$ cat config.mk
export PLATFORM = sky130hd
export DESIGN_NAME = uart_tx_arbiter
export DESIGN_NICKNAME = d
export VERILOG_FILES = /design/src/rtl/uart_tx_arbiter.sv
export SDC_FILE = /design/constraint.sdc
export NUM_CORES = 1
export LEC_CHECK = 0
export CAP_MARGIN = 20
export CORE_ASPECT_RATIO = 1.1
export CORE_UTILIZATION = 47
export DETAILED_ROUTE_END_ITERATION = 6
export GPL_ROUTABILITY_DRIVEN = 0
export PLACE_DENSITY = 0.79
export SLEW_MARGIN = 20
export SYNTH_ARGS = -nofsm -noshare
export SYNTH_HDL_FRONTEND = slang
export SYNTH_SLANG_ARGS = --single-unit
$ cat constraint.sdc
create_clock -name baud_clk -period 2.25 [get_ports baud_clk]
set_input_delay 0.5625 -clock baud_clk [delete_from_list [all_inputs] [get_ports baud_clk]]
set_output_delay 0.5625 -clock baud_clk [all_outputs]
set_load 0.02 [all_outputs]
$ cat src/rtl/uart_tx_arbiter.sv
// Round-robin arbiter that shares one uart_tx between two byte requesters.
// Accepts a byte, holds enable until the transmitter reports sending,
// waits for the frame to finish, then enforces an inter-frame gap.
module uart_tx_arbiter #(
    parameter int GAP_CYCLES    = 2,
    parameter int START_TIMEOUT = 16
) (
    input  logic       baud_clk,
    input  logic       reset,
    input  logic       req0_valid,
    input  logic [7:0] req0_data,
    input  logic       req0_parity,
    output logic       req0_ready,
    input  logic       req1_valid,
    input  logic [7:0] req1_data,
    input  logic       req1_parity,
    output logic       req1_ready,
    output logic [7:0] tx_din,
    output logic       tx_parity_bit,
    output logic       tx_enable,
    input  logic       tx_sending,
    output logic       busy,
    output logic       grant_id,
    output logic       timeout_err
);

    localparam int GW = $clog2(GAP_CYCLES) + 1;
    localparam int TW = $clog2(START_TIMEOUT) + 1;
    localparam logic [GW-1:0] GAP_LAST = GW'((GAP_CYCLES > 0) ? GAP_CYCLES - 1 : 0);
    localparam logic [TW-1:0] TO_LAST  = TW'(START_TIMEOUT - 1);

    typedef enum logic [1:0] {S_IDLE, S_START, S_BUSY, S_GAP} state_t;

    state_t        state_q;
    logic          rr_ptr_q;
    logic [GW-1:0] gap_cnt_q;
    logic [TW-1:0] to_cnt_q;
    logic [7:0]    tx_din_q;
    logic          tx_parity_q;
    logic          tx_enable_q;
    logic          busy_q;
    logic          grant_id_q;
    logic          timeout_err_q;

    logic grant_ok;
    logic win1;
    logic accept;

    // Grant only from IDLE, and never while a frame (possibly one left over
    // from before a reset) is still on the line. On contention rr_ptr picks.
    assign grant_ok   = (state_q == S_IDLE) && !tx_sending;
    assign win1       = req1_valid && (!req0_valid || rr_ptr_q);
    assign req0_ready = grant_ok && req0_valid && !win1;
    assign req1_ready = grant_ok && win1;
    assign accept     = req0_ready || req1_ready;

    assign tx_din        = tx_din_q;
    assign tx_parity_bit = tx_parity_q;
    assign tx_enable     = tx_enable_q;
    assign busy          = busy_q;
    assign grant_id      = grant_id_q;
    assign timeout_err   = timeout_err_q;

    // Arbitration FSM with all outputs registered alongside the state.
    always_ff @(posedge baud_clk) begin
        timeout_err_q <= 1'b0;
        if (reset) begin
            state_q     <= S_IDLE;
            rr_ptr_q    <= 1'b0;
            gap_cnt_q   <= '0;
            to_cnt_q    <= '0;
            tx_din_q    <= 8'h00;
            tx_parity_q <= 1'b0;
            tx_enable_q <= 1'b0;
            busy_q      <= 1'b0;
            grant_id_q  <= 1'b0;
        end else begin
            case (state_q)
                S_IDLE: begin
                    if (accept) begin
                        tx_din_q    <= win1 ? req1_data : req0_data;
                        tx_parity_q <= win1 ? req1_parity : req0_parity;
                        grant_id_q  <= win1;
                        rr_ptr_q    <= ~win1;
                        tx_enable_q <= 1'b1;
                        busy_q      <= 1'b1;
                        to_cnt_q    <= '0;
                        state_q     <= S_START;
                    end
                end
                S_START: begin
                    // A rise on the last allowed cycle still counts as a start.
                    if (tx_sending) begin
                        tx_enable_q <= 1'b0;
                        state_q     <= S_BUSY;
                    end else if (to_cnt_q == TO_LAST) begin
                        // Transmitter never answered: drop the byte.
                        tx_enable_q   <= 1'b0;
                        timeout_err_q <= 1'b1;
                        gap_cnt_q     <= '0;
                        if (GAP_CYCLES == 0) begin
                            state_q <= S_IDLE;
                            busy_q  <= 1'b0;
                        end else begin
                            state_q <= S_GAP;
                        end
                    end else begin
                        to_cnt_q <= to_cnt_q + TW'(1);
                    end
                end
                S_BUSY: begin
                    if (!tx_sending) begin
                        gap_cnt_q <= '0;
                        if (GAP_CYCLES == 0) begin
                            state_q <= S_IDLE;
                            busy_q  <= 1'b0;
                        end else begin
                            state_q <= S_GAP;
                        end
                    end
                end
                S_GAP: begin
                    if (gap_cnt_q == GAP_LAST) begin
                        state_q <= S_IDLE;
                        busy_q  <= 1'b0;
                    end else begin
                        gap_cnt_q <= gap_cnt_q + GW'(1);
                    end
                end
                default: begin
                    state_q     <= S_IDLE;
                    tx_enable_q <= 1'b0;
                    busy_q      <= 1'b0;
                end
            endcase
        end
    end

endmodule

Yosys cells after proc, flatten, opt, wreduce, memory -nomap -nowiden
Index checks and enable logic that the tools add are counted.

word-level totals
  bits of input ports = 23
  word-level logic and storage cells = 72
  output and inout port bits = 15
  register bits after elaboration = 23

operators by class
  bitwise gates (word level) = 2
  add/subtract/negate cells = 2
  equality and inequality tests = 13
  reductions and logical operators = 21
  mux-type cells = 24

operator list
  operator             count
  $mux 2               9
  $mux 5               3
  $ne 2x2->1 const B   7
  $pmux 5 s2           1
  $mux 8               1
  $pmux 2 s4           1
  $reduce_and 4->1     2
  $mux 1               6
  $pmux 2 s3           1
  $reduce_and 3->1     2
  $add 5x1->5 const B  1
  $eq 5x4->1 const B   1
  $logic_and 1x1->1    5
  $reduce_and 5->1     1
  $eq 2x1->1 const B   2
  $eq 2x2->1 const B   2
  $pmux 1 s2           2
  $reduce_bool 2->1    2
  $logic_not 1->1      3
  $ne 3x3->1 const B   1
  $reduce_bool 3->1    1
  $reduce_or 3->1      1
  $add 2x1->2 const B  1
  $logic_not 2->1      1
  3 further kinds      5

Depth between registers and ports, before layout
Gate-level depths: netlist (run 1).

  depth after elaboration = 8
  depth in mapped cells = 8
  mapped depth without buffers = 7

Worst setup path before layout (run 1)
No wires, ideal clock.

  path kind = reg-to-output
  start point = reg state_q[0]
  end point = out req1_ready
  data arrival time = 1.270 ns
  buffers on the path = 2
  data required time = 1.688 ns
  slack = 0.418 ns
  cell stages (with the launch flop) = 7
  path through = dfxtp_1 inv_1 ha_1 buf_4 and2b_1 o211a_1 buf_2

between the ends
  word-level cells in the longest chain between the ends = 3

RTL lines
  what                    RTL line  source
  start, declared         34        state_t state_q;
  start signal, assigned  68        state_q <= S_IDLE;
  start signal, assigned  88        state_q <= S_START;
  start signal, assigned  95        state_q <= S_BUSY;
  $logic_not 2->1         51        assign grant_ok = (state_q == S_IDLE) && !tx_sending;
  $logic_and 1x1->1       51
  $logic_and 1x1->1       54        assign req1_ready = grant_ok && win1;
  end, declared           17        output logic req1_ready,

Every way passes these cells.

Final worst setup path (run 1)
  start point = in tx_sending
  end point = out req1_ready

between the ends
  word-level cells in the longest chain between the ends = 3

RTL lines
  what               RTL line  source
  start, declared    21        input logic tx_sending,
  $logic_not 1->1    -
  $logic_and 1x1->1  51
  $logic_and 1x1->1  54

Every way passes these cells.

==> flow_summary_export.csv, run 1 <==
group,metric,value,unit
setup_path,critical_path_class,"primary input to output pin",
logic_synthesis,ys_top_cells_by_area,"dfxtp_1 (35%), ha_1 (7.7%), a21oi_1 (6.5%)",
timing,fin_ws,0.123,ns
pwr,leakage,0.688,nW
floorplanning,start_util,50.7,%
layout,fin_nets,222,
setup_path,reg2reg_from,"to_cnt_q[0]",
layout,layout-drive-gt1-share,16.3,%
logic_synthesis,ys_ff_latch,23,
logic_synthesis,synth_ff_type,"dfxtp_1",
logic_synthesis,synth_cells,144,
global_routing,grt_overflow,0,
floorplanning,ios,38,
logic_synthesis,async_flop_share,0,%
logic_synthesis,yosysWarnings,0,
timing,max_slew_margin,63.4,%
floorplanning,fp-row-count,19,
timing,worst_slew_pin_slew,0.548,ns
global_routing,use_met2,36.3,%
cts,post_cts_buffers,0,
route,vias,1204,
layout,syn_to_final_growth,36.2,%
layout,layout_common_cells,"clkdlybuf4s50_1 (35), dfxtp_1 (22), a21oi_1 (17)",
pwr,power_switching_share,39.8,%
logic_synthesis,synth_edf_count,0,
cts,cts_max_path_buffers,2,
place,pre_cts_ws,-0.316,ns
global_routing,grt_max_degree,16,
setup_path,crit_start,"tx_sending",
setup_path,arrival,1.56,ns
timing,setup_violations,0,
timing,fin_worst_skew,0.00677,ns
pwr,power.density,908,mW/mm^2
pwr,p_seq_share,33.1,%
floorplanning,core_area,0.00257,mm^2
pwr,power,0.00161,W
layout,final_common_cell,"clkdlybuf4s50_1",
logic_synthesis,avgSynthCellArea,9.05,um^2
cts,numCtsBuffers,3,
timing,final_hold_viol_count,0,
logic_synthesis,yosysTopAreaCellShare,35.4,%
layout,insertedDiodeCount,0,
pwr,p_sw,0.000641,W
setup_path,crit_fanout,3,
timing,final_max_slew_viol_count,0,
route,drt_iter0_drc,25,
timing,min_period_over_period,94.5,%
cts,htree_levels,1,
layout,final_area,0.00177,mm^2
global_routing,antenna_found_initial,0,
route,vias_per_cell,5.45,
global_routing,use_met1,27.6,%
route,wirelength,2990,um
floorplanning,die_area,0.00299,mm^2
logic_synthesis,ys_types,38,
pwr,power_frac_comb,54.8,%
min_path,worstHoldStart,"tx_din[4]",
global_routing,grt_pass1_wl,4880,um
route,drc,0,
cts,clk_pin_slew,0.12,ns
floorplanning,die_h,57.2,um
setup_path,cp-end-kind,"output pin",
cts,clock-sinks,23,
logic_synthesis,seq_area_frac_synth,35.4,%
run,drv_cap,0,
setup_path,slowest_delay,0.43,ns
setup_path,cp_slowest_cell,"clkdlybuf4s50_1",
setup_path,path_cells,"clkdlybuf4s50_1 > and2b_1 > o211a_1 > buf_2",
min_path,hold_class,"register to register",
route,wire_per_inst,13.5,um
route,final_antenna_net_count,0,
place,port_buffers,37,
timing,fmax,0.470,GHz
logic_synthesis,yosys.area.top_type,"dfxtp_1",
setup_path,startpoint_type,"primary input",
setup_path,required,1.69,ns
logic_synthesis,syn-num-nets,175,
place,place_area,0.00176,mm^2
pwr,clockPowerShare,12.1,%
global_routing,top_usage_layer,"met2",
global_routing,met3_usage,2.67,%
route,drt_pass1_iterations,4,
cts,clk_latency,0.32,ns
cts,cts_tree,"done",
pwr,power.internal,0.000970,W
global_routing,grt_pass1_vias,1160,
pwr,ir_drop,876,uV
logic_synthesis,netlist_area,0.00130,mm^2
timing,rsz0062_at_grt,"no",
timing,post-route-min-period,2.13,ns
global_routing,track_usage,21.3,%
run_status,status,"completed",
floorplanning,die_x,52.2,um
place,hpwl,2360,um
cts,root_buffer,"clkbuf_4",
[per-layer routing]
metal / share of wire [%] / wire length [um] / up-vias
met5: 0 / 0 / -
met4: 1.2 / 36 / 0
met3: 2.9 / 88 / 4
met2: 51 / 1520 / 26
met1: 45 / 1350 / 567
li1: - / - / 607
[timing repair]
action / in CTS / in global routing
setup endpoints to repair: 2 / 2
resized for setup: 6 / 3
hold buffers: 0 / 0
cloned: 0 / 0
[synthesized netlist by cell type (3+ instances only)]
| library cell | n |
|---|---|
| o21ai_0 | 3 |
| a21oi_1 | 17 |
| inv_1 | 5 |
| nor3_1 | 3 |
| dfxtp_1 | 23 |
| a211oi_1 | 4 |
| a21o_1 | 3 |
| mux2i_1 | 5 |
| nand2b_1 | 6 |
| buf_4 | 4 |
| nor2_1 | 11 |
| nand3b_1 | 3 |
| ha_1 | 8 |
| nand2_1 | 11 |
| a22oi_1 | 7 |
[per-stage QoR]
step / hold slack, ns / instances / setup TNS [ns] / utilization, %
2_1_floorplan: 0.432 / 144 / 0 / -
3_3_place_gp: 0.437 / 217 / -0.583 / 68.4
3_5_place_dp: 0.444 / 217 / -0.623 / 68.4
4_1_cts: 0.465 / 221 / 0 / 69.5
5_1_grt: 0.480 / 221 / 0 / 69.1
6_report: 0.461 / 221 / 0 / 69.1
[sequential cells by signal, summed over array words and instances, names as in the netlist]
signal and flops:
to_cnt_q 5, grant_id 1, tx_din 8, rr_ptr_q 1, tx_parity_bit 1, gap_cnt_q 2
state_q 2, timeout_err 1, tx_enable 1, busy 1
[logic make-up (layout without fill, tap and decap cells)]
logic type / count (synthesis) / after routing / synth area share, %
buffers and inverters: 14 / 60 / 5.86
muxes: 5 / 5 / 3.84
adders and majority gates: 8 / 8 / 7.69
and+or+nand+nor: 47 / 47 / 20.1
DFF: 23 / 23 / 35.4
AOI/OAI and AO/OA: 47 / 47 / 27.2
[cell type report]
| type | instances | area (um^2) |
|---|---|---|
| tap | 31 | 38.8 |
| clock buffer | 3 | 22.5 |
| multi-input combinational | 107 | 766 |
| clock inverter | 1 | 5.00 |
| sequential | 23 | 462 |
| inverter | 6 | 22.5 |
| fill | 241 | 793 |
| timing repair buffer | 50 | 458 |
[power groups by stage]
stage	Sequential [W]	Combinational (W)	Clock (W)
final	0.000534	0.000883	0.000195
after global routing	0.000545	0.000959	0.000217
after CTS	0.000533	0.000895	0.000201
after detailed placement	0.000542	0.000893	0
after global placement	0.000536	0.000865	0
after floorplan	0.000589	0.000551	0
[worst paths after layout]
| kind | depth (start not counted) | slack [ns] | to |
|---|---|---|---|
| max | 4 | 0.12 | req1_ready |
| min | 2 | 0.46 | tx_din[4] |
| max reg2reg | 7 | 0.25 | gap_cnt_q[1] |
| min reg2reg | 2 | 0.46 | tx_din[4] |
[worst max-delay path: cells and delay by family]
family / cells / cell delay, ns
buf+inv: 2 / 0.60
compound gates: 1 / 0.18
simple gates: 1 / 0.22
(Power assumes the default switching activity.)
==> run 2, diff against run 1 <==
--- a/config.mk
+++ b/config.mk
@@ -6,11 +6,11 @@
 export NUM_CORES = 1
 export LEC_CHECK = 0
 export CAP_MARGIN = 20
-export CORE_ASPECT_RATIO = 1.1
-export CORE_UTILIZATION = 47
+export CORE_ASPECT_RATIO = 1.25
+export CORE_UTILIZATION = 40
 export DETAILED_ROUTE_END_ITERATION = 6
 export GPL_ROUTABILITY_DRIVEN = 0
-export PLACE_DENSITY = 0.79
+export PLACE_DENSITY = 0.69
 export SLEW_MARGIN = 20
 export SYNTH_ARGS = -nofsm -noshare
 export SYNTH_HDL_FRONTEND = slang
==> run 2 against run 1 <==
Against the previous run:
- first-iteration DRC count fell by 20%
- power rose by 0.13%
- register-to-register slack improved by 0.02 ns
- clock power fell by 2%
- die area rose by 17%
- global-route usage fell by 1.7 points
- via count fell by 0.58%
- core utilization fell by 10 points
- sequential share of layout area fell by 0.20 points
- final cell count rose by 2.7%
- flip-flop and latch count did not move
- sequential power barely moved
- critical path type unchanged
==> flow_summary_export.csv, run 2 (synthesis gave the netlist of run 1 again) <==
group,metric,value,unit
pwr,leakage,0.692,nW
timing,rsz0062_at_grt,"no",
floorplanning,die_area,0.00349,mm^2
setup_path,required,1.69,ns
cts,root_buffer,"clkbuf_4",
cts,clk_pin_slew,0.12,ns
setup_path,startpoint_type,"primary input",
route,drc,0,
cts,htree_levels,1,
floorplanning,start_util,43.0,%
global_routing,antenna_found_initial,0,
route,vias,1197,
timing,fin_ws,0.100,ns
cts,numCtsBuffers,3,
setup_path,path_cells,"clkdlybuf4s50_1 > and2b_1 > o211a_1 > buf_2",
setup_path,cp_slowest_cell,"clkdlybuf4s50_1",
floorplanning,core_area,0.00303,mm^2
place,place_area,0.00177,mm^2
place,port_buffers,37,
pwr,ir_drop,656,uV
route,wl_met1,1310,um
layout,layout-drive-gt1-share,16.8,%
timing,min_period_over_period,95.5,%
pwr,power.density,903,mW/mm^2
timing,max_slew_margin,71.7,%
layout,fin_nets,223,
route,vias_per_cell,5.27,
setup_path,arrival,1.59,ns
global_routing,track_usage,19.6,%
layout,syn_to_final_growth,37.3,%
layout,largest_reg_flops,8,
timing,setup_violations,0,
global_routing,grt_pass1_wl,5140,um
route,wire_per_inst,13.3,um
setup_path,crit_fanout,3,
global_routing,grt_max_degree,26,
cts,clk_latency,0.31,ns
route,drt_pass1_iterations,4,
layout,insertedDiodeCount,0,
floorplanning,die_x,53.0,um
cts,cts_tree,"done",
place,hpwl,2370,um
route,final_antenna_net_count,0,
setup_path,critical-path-top-delay-family,"buffers and inverters",
setup_path,slowest_delay,0.46,ns
timing,worst_slew_pin_slew,0.424,ns
setup_path,crit_buf_inv,2,
layout,fillers,284,
global_routing,grt_pass1_vias,1169,
route,top_layer,"met4",
timing,final_max_slew_viol_count,0,
setup_path,critical_path_class,"primary input to output pin",
min_path,hold_class,"register to register",
route,wl_met2,1570,um
cts,clock-sinks,23,
route,drt_iter0_drc,20,
run,drv_cap,0,
layout,layout_common_cells,"clkdlybuf4s50_1 (35), dfxtp_1 (22), a21oi_1 (17)",
timing,final_hold_viol_count,0,
cts,ctsHoldBuffers,0,
place,pre_cts_ws,-0.344,ns
run_status,status,"completed",
route,route.met3.wl,96,um
cts,cts_max_path_buffers,2,
layout,final_area,0.00179,mm^2
timing,fmax,0.465,GHz
setup_path,cp-end-kind,"output pin",
timing,post-route-min-period,2.15,ns
floorplanning,die_h,65.8,um
floorplanning,fp-row-count,22,
layout,final_common_cell,"clkdlybuf4s50_1",
global_routing,grt_overflow,0,
floorplanning,ios,38,
timing,fin_worst_skew,0.00511,ns
timing,whs,0.464,ns
route,wirelength,3010,um
## run 2: cell types whose count changed in the layout (fill, tap and decap cells not counted)
cell,change
buf_4,+1
## run 2: metrics by stage
step	total power, W	TNS, ns	utilization (%)	cells
after floorplan	0.00114	0	-	144
after global placement	0.00141	-0.634	58.4	223
after detailed placement	0.00144	-0.677	58.4	223
after CTS	0.00164	0	59.4	227
after global routing	0.00174	0	59.0	227
final	0.00161	0	59.0	227
## run 2: worst register-to-register path, stage by stage (launching register included)
cell	delay [ns]
dfxtp_1	0.41
ha_1	0.22
and3_1	0.17
ha_1	0.35
and2b_1	0.19
o21ai_2	0.07
or3b_1	0.36
a21oi_1	0.15
## run 2: area by class of cell
| cell class | instances | area (um^2) | area share [%] |
|---|---|---|---|
| flip-flops and latches | 23 | 462 | 25.8 |
| multi-input cells | 107 | 766 | 42.8 |
| inverters | 6 | 22.5 | 1.26 |
| clock buffers | 3 | 22.5 | 1.26 |
| repair buffers | 51 | 465 | 26.0 |
| well taps | 36 | 45.0 | 2.52 |
| clock inverters | 1 | 5.00 | 0.280 |
## run 2: path summary, 6_finish.rpt
check / start / end / slack (ns) / cells after the start
max: tx_sending / req1_ready / 0.10 / 4
min: tx_din[2] / tx_din[2] / 0.46 / 2
max reg2reg: to_cnt_q[0] / gap_cnt_q[1] / 0.27 / 7
min reg2reg: tx_din[2] / tx_din[2] / 0.46 / 2
## run 2: metal layers
metal | up-vias | track usage, %
met3 | 4 | 2.99
met2 | 20 | 34.3
met5 | - | 0
li1 | 614 | -
met1 | 559 | 23.4
met4 | 0 | 7.57
## run 2: timing repair
action / 4_1_cts / 5_1_grt
resized for setup: 6 / 3
buffers inserted: 0 / 0
setup endpoints to repair: 2 / 2
## run 2: power by group
group | switching (W) | internal (W)
clock | 0.000125 | 0.0000665
combinational | 0.000459 | 0.000429
sequential | 0.0000526 | 0.000481
total | 0.000637 | 0.000977
==> run 3, diff against run 2 <==
--- a/config.mk
+++ b/config.mk
@@ -5,13 +5,14 @@
 export SDC_FILE = /design/constraint.sdc
 export NUM_CORES = 1
 export LEC_CHECK = 0
+export ABC_AREA = 1
 export CAP_MARGIN = 20
 export CORE_ASPECT_RATIO = 1.25
 export CORE_UTILIZATION = 40
 export DETAILED_ROUTE_END_ITERATION = 6
 export GPL_ROUTABILITY_DRIVEN = 0
-export PLACE_DENSITY = 0.69
-export SLEW_MARGIN = 20
+export PLACE_DENSITY = 0.71
+export SLEW_MARGIN = 5
 export SYNTH_ARGS = -nofsm -noshare
 export SYNTH_HDL_FRONTEND = slang
 export SYNTH_SLANG_ARGS = --single-unit
==> run 3 against run 2 <==
Against the previous run:
- synthesized cell count rose by 17%
- largest power group unchanged
- count of clock-buffer cells in the layout did not move
- setup slack improved by 0.030 ns
- clock skew rose by 0.0025 ns
- highest routed layer unchanged
- critical path type unchanged
- global-route usage barely moved
- fmax rose by 1.4%
==> flow_summary_export.csv, run 3 <==
group,metric,value,unit
timing,final_hold_viol_count,0,
floorplanning,fp-row-count,21,
logic_synthesis,async_flop_share,0,%
min_path,whs_endpoint,"tx_enable",
timing,fin_worst_skew,0.00759,ns
logic_synthesis,yosys.area.top_type,"dfxtp_1",
pwr,ir_drop,510,uV
cts,ctsHoldBuffers,0,
floorplanning,ios,38,
setup_path,reg2reg_from,"to_cnt_q[1]",
setup_path,arrival,1.56,ns
logic_synthesis,avgSynthCellArea,7.13,um^2
logic_synthesis,syn-num-nets,199,
cts,numCtsBuffers,3,
pwr,clockPowerShare,11.5,%
floorplanning,start_util,43.4,%
global_routing,grt_max_degree,15,
layout,final_area,0.00174,mm^2
logic_synthesis,yosysTopAreaCellShare,38.4,%
logic_synthesis,ys_top_cells_by_area,"dfxtp_1 (38%), nand2_1 (16%), ha_1 (8.4%)",
layout,utilization,62.9,%
logic_synthesis,netlist_area,0.00120,mm^2
floorplanning,die_x,51.0,um
timing,max_slew_margin,79.5,%
pwr,power.internal,0.000964,W
timing,min_period_over_period,94.2,%
cts,cts_max_path_buffers,2,
logic_synthesis,yosysMostFrequentCell,"nand2_1",
logic_synthesis,yosysWarnings,0,
route,vias_per_cell,4.89,
logic_synthesis,seq_area_frac_synth,38.4,%
place,port_buffers,37,
setup_path,critical_path_class,"primary input to output pin",
route,wirelength,2890,um
cts,cts_tree,"done",
route,drt_iter0_drc,41,
place,hpwl,2270,um
layout,layout_common_cells,"nand2_1 (51), clkdlybuf4s50_1 (35), dfxtp_1 (23)",
layout,largest_reg_flops,8,
min_path,min_delay_path_depth,2,
run,drv_cap,0,
cts,clock-sinks,23,
layout,fin_nets,254,
route,wire_per_inst,11.3,um
min_path,hold_class,"register to register",
global_routing,track_usage,19.6,%
floorplanning,core_area,0.00276,mm^2
layout,final_common_cell,"nand2_1",
setup_path,r2r-end,"gap_cnt_q[0]",
route,drt_pass1_iterations,4,
logic_synthesis,synth_cells,168,
global_routing,grt_pass1_wl,4840,um
setup_path,startpoint_type,"primary input",
logic_synthesis,ys_ff_latch,23,
route,drc,0,
global_routing,grt_pass1_vias,1224,
timing,whs,0.463,ns
pwr,p_sw,0.000743,W
setup_path,cp-end-kind,"output pin",
setup_path,required,1.69,ns
layout,syn_to_final_growth,44.8,%
setup_path,crit_start,"tx_sending",
logic_synthesis,synth_ff_type,"dfxtp_1",
layout,multiInputGateArea,657,um^2
timing,post-route-min-period,2.12,ns
timing,worst_slew_pin_slew,0.307,ns
logic_synthesis,ys_types,23,
cts,clk_latency,0.31,ns
floorplanning,die_area,0.00322,mm^2
layout,fillers,261,
layout,seq_area,460,um^2
pwr,leakage,0.754,nW
cts,root_buffer,"clkbuf_4",
cts,htree_levels,1,
layout,layout-drive-gt1-share,12.6,%
place,place_area,0.00171,mm^2
timing,rsz0062_at_grt,"no",
setup_path,reg2reg_depth,9,
timing,final_max_slew_viol_count,0,
pwr,power_switching_share,43.5,%
min_path,worstHoldStart,"tx_enable",
layout,insertedDiodeCount,0,
logic_synthesis,synthTopCellsByCount,"nand2_1 (51), dfxtp_1 (23), inv_1 (21), nor2_1 (17), a31oi_1 (9)",
pwr,power.density,984,mW/mm^2
timing,fmax,0.472,GHz
route,vias,1251,
logic_synthesis,synth_edf_count,0,
run_status,status,"completed",
setup_path,crit_fanout,2,
pwr,p_seq_share,31.9,%
setup_path,r2r_slack,0.59,ns
global_routing,grt_overflow,0,
route,final_antenna_net_count,0,
timing,setup_violations,0,
global_routing,antenna_found_initial,0,
cts,clk_pin_slew,0.14,ns
pwr,power_frac_comb,56.6,%
floorplanning,die_h,63.2,um
[run 3: cell types whose count changed after synthesis, sizes merged, moves of 6 or more]
cell,before,now
nand2,11,52
nor2,11,19
nand2b,6,0
a22oi,7,0
a31oi,0,9
a21oi,19,9
buf,6,0
inv,6,21
nand3,1,8
[run 3: final cells by class]
| cell class | instances | area share [%] |
|---|---|---|
| Clock buffer | 3 | 1.30 |
| Clock inverter | 1 | 0.288 |
| Inverter | 22 | 4.76 |
| Multi-Input combinational cell | 122 | 37.9 |
| Sequential cell | 23 | 26.5 |
| Tap cell | 34 | 2.45 |
| Timing Repair Buffer | 51 | 26.8 |
[run 3: per-stage QoR]
stage,total power [W],worst slack (ns),instances,TNS (ns)
after floorplan,0.00116,0.521,168,0
after global placement,0.00150,-0.319,252,-0.578
after detailed placement,0.00152,-0.327,252,-0.604
after CTS,0.00172,0.00393,256,0
after global routing,0.00187,0.0961,256,0
final,0.00171,0.130,256,0
[run 3: cells by family (layout without fill, tap and decap cells)]
family	Yosys count	after routing	share of synthesized area, %
and+or+nand+nor	88	88	33.3
AOI/OAI and AO/OA	26	26	12.7
DFF	23	23	38.4
buffers and inverters	23	77	7.20
adders and majority gates	8	8	8.35
[run 3: power by group through the flow]
stage / registers, W / logic, W / clock network, W
after floorplan: 0.000601 / 0.000562 / 0
after global placement: 0.000549 / 0.000948 / 0
after detailed placement: 0.000554 / 0.000967 / 0
after CTS: 0.000547 / 0.000968 / 0.000206
after global routing: 0.000556 / 0.00109 / 0.000222
final: 0.000544 / 0.000967 / 0.000197
[run 3: routing by layer]
layer  global-route usage (%)  wire [um]
met2                     35.7       1490
met3                     4.59        177
met4                     7.99         23
met1                     20.8       1200
met5                        0          0
[run 3: critical path, cell delays in order]
cell and delay, ns:
clkdlybuf4s50_1 0.47, nor2_4 0.17, nand2_2 0.09, nor2_4 0.11
buf_2 0.17
[run 3: timing repair]
item | 4_1_cts | 5_1_grt
pin swaps | 0 | 0
setup buffers | 0 | 0
resized for setup | 5 | 3
setup endpoints to repair | 2 | 2
[run 3: worst max-delay path by stage]
| stage | to | slack, ns | cells past startpoint |
|---|---|---|---|
| after CTS | req0_ready | 0.004 | 5 |
| after floorplan | req0_ready | 0.52 | 6 |
| after detailed placement | req0_ready | -0.33 | 5 |
| final | req0_ready | 0.13 | 5 |
| after global routing | req0_ready | 0.1 | 5 |
| after global placement | req0_ready | -0.32 | 5 |
==> edit 1: new RTL, config.mk and constraints of run 1 <==
The parameter `START_TIMEOUT` goes from 16 to 8.
--- a/src/rtl/uart_tx_arbiter.sv
+++ b/src/rtl/uart_tx_arbiter.sv
@@ -4,5 +4,5 @@
 module uart_tx_arbiter #(
     parameter int GAP_CYCLES    = 2,
-    parameter int START_TIMEOUT = 16
+    parameter int START_TIMEOUT = 8
 ) (
     input  logic       baud_clk,
Behaviour: not the same (a bounded check fails within 10 cycles, from zero or initial values and one cycle with reset high).
==> edit 1 against run 1 <==
Worst setup slack got worse by 23 ps; synthesized area decreased by 14%; power down 4.9%; non-clock buffer count stayed put; routed wire length shrank 5.3%; global-route usage rose by 1.7 points; final area fell by 8.7%; sequential cell count is 1 lower; largest cell class unchanged.
==> edit 1: results (changes against run 1) <==
----------------------------------------------------
[Setup path]
  Reg2Reg Setup Slack ... 270 ps (+20 ps)
  Capture point of the worst path ... req0_ready
  Worst-path fanout max ... 3 (unchanged)
  Arrival time worst endpoint ... 1590 ps (+30 ps)
  Endpoint of the worst-slack reg-to-reg timing path ... state_q[1]$_SDFFE_PP0P_
  RR Startpoint ... state_q[1]$_SDFFE_PP0P_

[Layout]
  Nets@finish ... 203 (-8.6%)
  Relative area of non-clock buffer cells in the final design ... 0.283 (+0.0245)
  Final clock-cell share ... 0.0139 (-0.00162)
  Seq area share ... 0.272 (+0.0116)
  Area occupied by multi-input gates ... 639 um^2 (-17%)
  Final cell count without fillers ... 201 (-9.0%)
  Fill cell total of the finished layout ... 198 (-18%)
  Count of multi-input gates ... 90 (-16%)
  Combined flip-flop and latch cell area ... 440 um^2 (-4.6%)
  Share of cells above drive strength 1 ... 0.135 (-0.0287)

[CTS]
  Insertion delay of the later-clocked pin in the worst-skew pair ... 300 ps (-20 ps)
  Clock sink count ... 22 (-4.3%)
  Clock slew at the register clock pins of the worst setup and hold paths ... 110 ps

[Placement]
  Place WS ... -337 ps (-20.8 ps)
  Cell area reported after detailed placement ... 1610 um^2 (-8.4%)

[Detailed routing]
  Detailed-route wire length on metal 1 ... 1220 um (-9.5%)
  Violation count after the first detailed-routing iteration ... 52 (+110%)
  Length of routed met3 wiring ... 105 um (+19%)
  Average detailed-routed wire length per instance ... 14.1 um (+4.1%)
  Met2 wirelength from detailed routing ... 1480 um (-2.6%)

[GRT]
  Met3 track demand over resource ... 0.0402 (+0.0136)
  Met2 GRT Util ... 0.428 (+0.0656)
  Via count of the first global-routing pass ... 1059 (-8.7%)
  First-pass GRT wire length ... 4530 um (-7.2%)

[Floorplanning]
  Core area ... 2250 um^2 (-12%)

[STA]
  Least-Margin Pin Slew ... 454 ps (-94.0 ps)
  Final critical delay including setup and external delays ... 2150 ps (+23.0 ps)
  Fin Clk Skew ... 0.770 ps (-6.00 ps)

[Yosys]
  Synth cell count leaders ... dfxtp_1, nor2_1, a21oi_1, a222oi_1
  Sequential area share after synthesis ... 0.392 (+0.0380)
  Largest cells by area after synthesis ... dfxtp_1, ha_1, a222oi_1, a21oi_1, nor2_1
  Number of instances in the synthesized netlist ... 123 (-15%)
  Count of distinct cell types in the synthesized netlist ... 35 (-7.9%)

[Pwr]
  Cell leakage power ... 0.666 nW (-3.1%)
  Peak supply drop ... 541 uV (-38%)

[Status]
  Run status ... complete, no violations

----------------------------------------------------
-- edit 1: kinds of logic after synthesis --
group / after synthesis / share of synthesized area
and+or+nand+nor: 42 / 0.210
AOI/OAI and AO/OA: 38 / 0.254
DFF: 22 / 0.392
buffers and inverters: 11 / 0.0400
adders and majority gates: 7 / 0.0779
muxes: 3 / 0.0267
-- edit 1: repair_timing --
item / CTS / global route
endpoints found under the setup margin: 2 / 1
resized for setup: 7 / 1
pin swaps: 0 / 0
-- edit 1: worst min-delay path by stage --
stage / startpoint / end / slack (ps) / depth (start not counted)
3_5_place_dp: gap_cnt_q[1]$_SDFFE_PP0P_ / gap_cnt_q[1]$_SDFFE_PP0P_ / 460 / 2
6_report: gap_cnt_q[1]$_SDFFE_PP0P_ / gap_cnt_q[1]$_SDFFE_PP0P_ / 480 / 2
3_3_place_gp: gap_cnt_q[1]$_SDFFE_PP0P_ / gap_cnt_q[1]$_SDFFE_PP0P_ / 440 / 2
5_1_grt: gap_cnt_q[1]$_SDFFE_PP0P_ / gap_cnt_q[1]$_SDFFE_PP0P_ / 510 / 2
4_1_cts: gap_cnt_q[1]$_SDFFE_PP0P_ / gap_cnt_q[1]$_SDFFE_PP0P_ / 480 / 2
2_1_floorplan: gap_cnt_q[1]$_SDFFE_PP0P_ / gap_cnt_q[1]$_SDFFE_PP0P_ / 430 / 2
-- edit 1: critical path, cell delays in order --
cell and delay, ps:
clkdlybuf4s50_1 460, nand3b_1 210, a21oi_2 160, buf_2 190
-- edit 1: power by group --
group / total (mW) / switching (mW) / internal (mW)
clock: 0.173 / 0.111 / 0.0624
combinational: 0.842 / 0.440 / 0.403
sequential: 0.516 / 0.0527 / 0.464
==> edit 2: new RTL, settings of run 1 <==
Made on the original files. Register the output `timeout_err` once more; this adds one clock of latency there. The other outputs are not delayed to match.
--- a/src/rtl/uart_tx_arbiter.sv
+++ b/src/rtl/uart_tx_arbiter.sv
@@ -60,5 +60,7 @@
     assign busy          = busy_q;
     assign grant_id      = grant_id_q;
-    assign timeout_err   = timeout_err_q;
+    always_ff @(posedge baud_clk) begin
+        timeout_err <= timeout_err_q;
+    end
 
     // Arbitration FSM with all outputs registered alongside the state.
Behaviour: same outputs for any inputs over 10 cycles, from zero or initial values and one cycle with reset high; that may be too few to reach the edited logic, so the function may still have changed.
==> edit 2 against run 1 <==
Routed wire length barely moved; synthesized area fell by 1.3%; utilization up 2.5 points; critical endpoint unchanged; final area grew 2.6%; critical path depth is 2 higher; global-route usage increased by 1.5 points; power grew 11%; sequential cell count up 1; worst setup slack got worse by 16 ps; largest cell class unchanged; largest power group unchanged.
==> edit 2: results (changes against run 1) <==
----------------------------------------------------
[Pwr]
  Cell leakage power ... 0.762 nW (+11%)
  Clock network fraction of design power ... 0.126 (+0.005)
  Peak supply drop ... 749 uV (-15%)
  Internal power ... 1.11 mW (+14%)
  Switching portion of total power ... 0.380 (-0.0183)

[GRT]
  Met2 GRT Util ... 0.377 (+0.0147)
  Largest net degree at the start of global routing ... 15 (-1)
  Via count of the first global-routing pass ... 1143 (-1.5%)
  First-pass GRT wire length ... 5110 um (+4.7%)
  Combined global-route utilization of all metal layers ... 0.228 (+0.0148)
  Met3 track demand over resource ... 0.0298 (+0.00314)
  Met1 Resource Use GR ... 0.289 (+0.0132)

[Setup path]
  Worst-path fanout max ... 3 (unchanged)
  Reg2Reg Setup Slack ... 280 ps (+30 ps)
  Arrival time worst endpoint ... 1580 ps (+20 ps)

[Yosys]
  Count of distinct cell types in the synthesized netlist ... 39 (+2.6%)
  Largest cells by area after synthesis ... dfxtp_1, mux2i_1, ha_1, a211oi_1, nor2_1
  Sequential area share after synthesis ... 0.374 (+0.0204)
  Net count after synthesis ... 171 (-2.3%)
  Synth cell count leaders ... dfxtp_1, nor2_1, mux2i_1, a211oi_1, a21oi_1
  Syn Area/Cell ... 9.18 um^2 (+1.5%)

[Placement]
  Place WS ... -338 ps (-21.6 ps)
  Count of port buffers added during placement ... 37 (unchanged)
  Half-perimeter wire length after detailed placement ... 2360 um (+0.11%)
  Cell area reported after detailed placement ... 1790 um^2 (+1.9%)
  Placed instance count ... 218 (+0.46%)

[STA]
  Final worst-path cycle share ... 0.953 (+0.00727)
  Fin Clk Skew ... 4.40 ps (-2.36 ps)
  Tightest slew margin relative to the limit ... 0.763 (+0.129)
  Worst hold slack after final layout ... 345 ps (-117 ps)

[Status]
  Run status ... complete, no violations

[Detailed routing]
  Average detailed-routed wire length per instance ... 13.5 um (-0.38%)
  Violation count after the first detailed-routing iteration ... 26 (+4.0%)
  Via density per instance ... 5.37 (-1.4%)

[Layout]
  Share of cells above drive strength 1 ... 0.168 (+0.00438)

----------------------------------------------------
==> edit 2: critical path, cell delays in order <==
cell	delay, ps
clkdlybuf4s50_1	480
inv_1	50
o21ai_2	160
buf_4	140
nor2_1	40
buf_2	150
==> edit 2: cells by family (layout without fill, tap and decap cells) <==
| logic type | Yosys count | after routing | synth area share |
|---|---|---|---|
| buffers and inverters | 15 | 66 | 0.0516 |
| adder cells (fa/ha/maj) | 8 | 8 | 0.0779 |
| AND/OR/NAND/NOR | 46 | 46 | 0.192 |
| flip-flops | 24 | 24 | 0.374 |
| multiplexers | 11 | 11 | 0.0857 |
| AO/OA/AOI/OAI | 36 | 36 | 0.219 |
==> edit 2: area by class of cell <==
type	count	area, um^2
sequential	24	480
tap	31	38.8
fill	194	723
clock buffer	4	36.3
multi-input combinational	101	743
inverter	7	26.3
timing repair buffer	55	495
==> edit 2: repair_timing <==
action / in CTS / in global routing
resized for setup: 7 / 3
endpoints found under the hold margin: 0 / 0
endpoints found under the setup margin: 2 / 1
pin swaps: 0 / 0
==> edit 2: metal layers <==
layer / vias to the layer above / wire [um] / part of all wire
li1: 607 / - / -
met1: 559 / 1330 / 0.44
met2: 22 / 1520 / 0.51
met3: 4 / 100 / 0.033
met4: 0 / 43 / 0.014
met5: - / 0 / 0
==> edit 2: final timing paths <==
kind | from | end | depth (start not counted)
hold / removal | timeout_err_q$_SDFF_PP0_ | timeout_err$_DFF_P_ | 0
setup / recovery | req0_valid | req1_ready | 6
hold reg to reg | timeout_err_q$_SDFF_PP0_ | timeout_err$_DFF_P_ | 0
setup reg to reg | to_cnt_q[0]$_SDFFE_PP0P_ | to_cnt_q[2]$_SDFFE_PP0P_ | 7
